<file path="src/rtl/pipe_stage_skid_pkg.sv">
// Shared pipeline definitions: skid-stage state encoding and the default
// control bubble used by every inter-stage register (ID/EX, EX/MEM, MEM/WB).
package pipe_stage_skid_pkg;

  // EMPTY: nothing held; MAIN: main register holds the output entry;
  // FULL: main holds the output entry and skid holds the next one.
  typedef enum logic [1:0] {
    ST_EMPTY = 2'd0,
    ST_MAIN  = 2'd1,
    ST_FULL  = 2'd2
  } skid_state_e;

  // Default control bundle presented when no entry is held. Wide enough for
  // any control bundle in the pipeline; each stage casts it to its CTRL_W.
  localparam logic [63:0] CTRL_BUBBLE_DEFAULT = '0;

endpackage

</file>
<file path="src/rtl/pipe_stage_skid.sv">
// Valid/ready pipeline register with a one-entry skid buffer. in_ready is a
// flop, so the upstream handshake never depends combinationally on out_ready.
// A saturating counter records cycles in which the held entry was refused.
module pipe_stage_skid
  import pipe_stage_skid_pkg::*;
#(
  parameter int unsigned          DATA_W      = 128,
  parameter int unsigned          CTRL_W      = 6,
  parameter logic [CTRL_W-1:0]    CTRL_BUBBLE = CTRL_W'(CTRL_BUBBLE_DEFAULT),
  parameter int unsigned          CNT_W       = 16
) (
  input  logic              clk,
  input  logic              reset,
  input  logic              flush,
  input  logic              in_valid,
  output logic              in_ready,
  input  logic [DATA_W-1:0] in_data,
  input  logic [CTRL_W-1:0] in_ctrl,
  output logic              out_valid,
  input  logic              out_ready,
  output logic [DATA_W-1:0] out_data,
  output logic [CTRL_W-1:0] out_ctrl,
  output logic [CNT_W-1:0]  stall_cnt
);

  // Counter increment that sticks at all-ones instead of wrapping.
  function automatic logic [CNT_W-1:0] sat_inc(input logic [CNT_W-1:0] v);
    return (&v) ? v : v + CNT_W'(1);
  endfunction

  skid_state_e       state_q, state_d;
  logic              in_ready_q, in_ready_d;
  logic              vld_p1;
  logic [DATA_W-1:0] main_data_p1, skid_data_p1;
  logic [CTRL_W-1:0] main_ctrl_p1, skid_ctrl_p1;
  logic [CNT_W-1:0]  stall_q;
  logic              in_acc, out_acc;
  logic              load_main_in, load_skid, move_skid;

  assign in_acc  = in_valid & in_ready_q;
  assign out_acc = vld_p1 & out_ready;

  // State register; reset discards every held entry.
  always_ff @(posedge clk or posedge reset) begin
    if (reset) state_q <= ST_EMPTY;
    else       state_q <= state_d;
  end

  // Next state and register load strobes; flush overrides everything so
  // neither held entries nor a same-edge input survive.
  always_comb begin
    state_d      = state_q;
    load_main_in = 1'b0;
    load_skid    = 1'b0;
    move_skid    = 1'b0;
    unique case (state_q)
      ST_EMPTY: begin
        if (in_acc) begin
          state_d      = ST_MAIN;
          load_main_in = 1'b1;
        end
      end
      ST_MAIN: begin
        if (in_acc && out_acc) begin
          load_main_in = 1'b1;
        end else if (out_acc) begin
          state_d = ST_EMPTY;
        end else if (in_acc) begin
          state_d   = ST_FULL;
          load_skid = 1'b1;
        end
      end
      ST_FULL: begin
        if (out_acc) begin
          state_d   = ST_MAIN;
          move_skid = 1'b1;
        end
      end
      default: state_d = ST_EMPTY;
    endcase
    if (flush) begin
      state_d      = ST_EMPTY;
      load_main_in = 1'b0;
      load_skid    = 1'b0;
      move_skid    = 1'b0;
    end
  end

  // Output decode: bubble control whenever nothing is held; in_ready is
  // precomputed from the next state so it can be registered.
  always_comb begin
    vld_p1     = (state_q != ST_EMPTY);
    out_ctrl   = vld_p1 ? main_ctrl_p1 : CTRL_BUBBLE;
    in_ready_d = (state_d != ST_FULL);
  end

  assign out_valid = vld_p1;
  assign out_data  = main_data_p1;
  assign in_ready  = in_ready_q;
  assign stall_cnt = stall_q;

  // Registered in_ready: low during reset, rises on the first edge after.
  always_ff @(posedge clk or posedge reset) begin
    if (reset) in_ready_q <= 1'b0;
    else       in_ready_q <= in_ready_d;
  end

  // ---- stage p1: main register (output side), cleared so out_data=0 in reset
  always_ff @(posedge clk or posedge reset) begin
    if (reset) begin
      main_data_p1 <= '0;
      main_ctrl_p1 <= '0;
    end else if (load_main_in) begin
      main_data_p1 <= in_data;
      main_ctrl_p1 <= in_ctrl;
    end else if (move_skid) begin
      main_data_p1 <= skid_data_p1;
      main_ctrl_p1 <= skid_ctrl_p1;
    end
  end

  // Skid register: only meaningful in FULL, so it needs no reset.
  always_ff @(posedge clk) begin
    if (load_skid) begin
      skid_data_p1 <= in_data;
      skid_ctrl_p1 <= in_ctrl;
    end
  end

  // Stall counter: counts refused output cycles, survives flush.
  always_ff @(posedge clk or posedge reset) begin
    if (reset)                    stall_q <= '0;
    else if (vld_p1 && !out_ready) stall_q <= sat_inc(stall_q);
  end

endmodule

</file>
<file path="config.mk">
export PLATFORM = sky130hd
export DESIGN_NAME = pipe_stage_skid
export DESIGN_NICKNAME = d
export VERILOG_FILES = /design/src/rtl/pipe_stage_skid_pkg.sv /design/src/rtl/pipe_stage_skid.sv
export SDC_FILE = /design/constraint.sdc
export NUM_CORES = 1
export LEC_CHECK = 0
export ABC_AREA = 1
export BUFFER_PORTS_ARGS = -buffer_cell sky130_fd_sc_hd__buf_2
export CORE_MARGIN = 2
export CORE_UTILIZATION = 55
export CTS_CLUSTER_DIAMETER = 100
export CTS_CLUSTER_SIZE = 24
export DETAILED_ROUTE_END_ITERATION = 10
export PLACE_DENSITY_LB_ADDON = 0.05
export SYNTH_ARGS = -nofsm -noshare
export SYNTH_HDL_FRONTEND = slang
export SYNTH_SLANG_ARGS = --single-unit
</file>
<file path="constraint.sdc">
create_clock -name clk -period 24.7 [get_ports clk]
set_input_delay 2.47 -clock clk [delete_from_list [all_inputs] [get_ports clk]]
set_output_delay 2.47 -clock clk [all_outputs]
set_load 0.02 [all_outputs]
</file>
==> impl_metrics.env <==
export IMPL_synth_distinct_cells=27
export IMPL_cp_max_fo=70
export IMPL_min_period_ns=5.35
export IMPL_crit_path_end_kind="register"
export IMPL_arrival_ns=5.74
export IMPL_gp_congestion=0.802
export IMPL_core_mm2=0.0218
export IMPL_maxCapViolCount=0
export IMPL_synth_warnings=0
export IMPL_run_status="completed"
export IMPL_grt_pass1_vias=9061
export IMPL_post_synth_and_or_nand_nor_area_fraction=0.206
export IMPL_hp_class="reg -> reg"
export IMPL_synth_top_family_by_area="simple AND/OR/NAND/NOR gates"
export IMPL_grt_util_all_layers=0.250
export IMPL_postCtsSetupBuffers=0
export IMPL_synth_area_per_cell_um2=10.1
export IMPL_dieArea_mm2=0.0233
export IMPL_final_cell_mix="289 x buf_2, 202 x nand2_1, 155 x inv_1, 152 x dfrtp_1, 142 x nand3_1"
export IMPL_final_util=0.648
export IMPL_max_slew_worst_pin_slew_ns=0.987
export IMPL_drc=0
export IMPL_drive_gt1_frac=0.227
export IMPL_cts_hold_fix_buffers=0
export IMPL_std_cell_rows=54
export IMPL_dp_hpwl_mm=18.2
export IMPL_max_freq_ghz=0.187
export IMPL_cts_sinks=287
export IMPL_final_nets=1572
export IMPL_synth_fp_nets=1343
export IMPL_drt_pass1_iterations=5
export IMPL_vias=9549
export IMPL_slew_headroom=0.342
export IMPL_drv_slew=0
export IMPL_critPathBufInv=4
export IMPL_setup_viol=0
export IMPL_layout_commonest_cell="buf_2"
export IMPL_die_w_um=153
export IMPL_area_growth_synth_to_final_pct=16.2
export IMPL_clockBufferDepth=3
export IMPL_synth_cells=1203
export IMPL_synthAdderAreaFrac=0.00103
export IMPL_drtIter0Drc=705
export IMPL_powerDensity_mw_per_mm2=79.4
export IMPL_synth_seq_cells=287
export IMPL_slowest_stage="nand3_4"
export IMPL_cp_top_family="buffers and inverters"
export IMPL_holdWs_ns=0.561
export IMPL_clk_latency_ns=0.50
export IMPL_crit_required_ns=25.10
export IMPL_hold_viol_final=0
export IMPL_grt_overflow_total=0
export IMPL_rsz0062_at_grt="no"
export IMPL_cts_tree="yes"
export IMPL_grt_pass1_wl_mm=47.6
export IMPL_dp_cells=1695
export IMPL_via_per_inst=5.53
export IMPL_grt_max_degree=111
export IMPL_post_cts_resized=0
export IMPL_synth_area_mm2=0.0121
export IMPL_synthXorXnorAreaFrac=0.00505
export IMPL_finClkSkew_ns=0.0146
export IMPL_antenna_left=0
export IMPL_fin_cells=1726
export IMPL_cts_inserted_buffers=15
export IMPL_fill_cells=1831
export IMPL_start_util=0.558
export IMPL_critical_path_cell_chain="buf_4 -> buf_4 -> nand3_4 -> buf_4 -> nand2_1 -> nand3_1 -> o21ai_0 -> inv_1"
export IMPL_wl_per_cell_um=17.5
export IMPL_synth_mux_area_frac=0
export IMPL_crit_top_cell="buf_4"
export IMPL_clk_pin_slew_ns=0.10
export IMPL_clock_root_buffer="clkbuf_16"
export IMPL_cp_start_kind="primary input"
export IMPL_htree_levels=1
export IMPL_setup_tns_ns=0
export IMPL_io_buffers=290
export IMPL_wl_mm=30.1
export IMPL_leakage_nw=6.38
export IMPL_critPathKind="in -> reg"
export IMPL_ir_drop_mv=0.0574
export IMPL_chipHeight_um=153
export IMPL_antenna_found_initial=8
export IMPL_period_share=0.216
export IMPL_ioPinCount=291
export IMPL_synth_compound_area_frac=0.0609
export IMPL_crit_path_max_incr_delay_ns=0.79
export IMPL_ys_seq_area_frac=0.647
-- cell type report --
type                       count  area [um^2]  share of cell area
sequential                   287         7860               0.557
inverter                     156          591              0.0419
multi-input combinational    671         3340               0.237
tap                          280          350              0.0248
timing repair buffer         301         1540               0.109
clock inverter                 1         8.76            0.000621
clock buffer                  24          409              0.0290
antenna                        6         15.0             0.00106
-- sequential cells by signal (all words and copies together) (netlist names) --
register and count:
out_data 128, state_q 2, in_ready 1, skid_data_p1 128, stall_cnt 16, skid_ctrl_p1 6, main_ctrl_p1 6
-- Yosys cell counts --
master      n  area, um^2
edfxtp_1  134        4020
nand2_1   202         758
nand3b_1    1        7.51
nor4_1      1        6.26
nand3_1   142         711
o21ai_2     1        8.76
nor2_1     25        93.8
dfrtp_1   153        3830
nand4_1   138         863
a21boi_0    1        7.51
buf_4       1        7.51
a21oi_1     1        5.00
xnor2_1     6        52.6
buf_2      39         195
ha_1        1        12.5
clkbuf_1   34         128
nor2_2      3        18.8
nand3_2     2        20.0
nor2_4      1        11.3
xor2_1      1        8.76
and2_1      1        6.26
a211oi_1    1        7.51
o21ai_1    61         305
nor3_1      1        5.00
o21ai_0    81         405
inv_1     156         586
buf_1      15        56.3
-- worst register-to-register path, stage by stage, from the launching register on --
cell and delay (ns):
dfrtp_4 0.97, buf_4 0.85, nor2_1 0.30, nand3_4 0.63
buf_4 0.93, nand3_1 0.19, o21ai_0 0.15, inv_1 0.08
-- per-layer routing --
layer | GRT usage | share of wire
met5 | 0 | 0.0013
met4 | 0.0772 | 0.025
met1 | 0.356 | 0.43
met3 | 0.0469 | 0.082
met2 | 0.395 | 0.46
-- power by group --
group / leakage, nW / internal (mW) / switching, mW
clock: 0.200 / 0.116 / 0.147
combinational: 3.24 / 0.0876 / 0.176
sequential: 2.94 / 0.556 / 0.0367
total: 6.38 / 0.759 / 0.360
-- logic make-up after synthesis --
logic type / Yosys count
simple gates: 517
buf+inv: 245
fa+ha+maj: 1
compound gates: 146
flops: 287
xor+xnor: 7
-- metrics by stage --
stage | cell area, um^2 | setup WS [ns] | power [mW]
5_1_grt | 14100 | 19.09 | 1.18
4_1_cts | 14100 | 19.34 | 1.13
3_3_place_gp | 13700 | 18.80 | 0.861
2_1_floorplan | 12100 | 8.27 | 0.769
3_5_place_dp | 13700 | 18.79 | 0.868
6_report | 14100 | 19.35 | 1.12
-- path summary, 6_finish.rpt --
check,from,endpoint,slack [ns],cells past startpoint
worst max-delay path,out_ready,out_data[95],19.35,8
max in group asynchronous,reset,out_data[83],21.08,3
worst max register to register,state_q[1],out_data[111],20.48,7
worst min-delay path,stall_cnt[1],stall_cnt[1],0.56,2
min in group asynchronous,reset,out_data[0],2.14,2
worst min register to register,stall_cnt[1],stall_cnt[1],0.56,2
No activity file was read; power rests on OpenSTA's default activity.
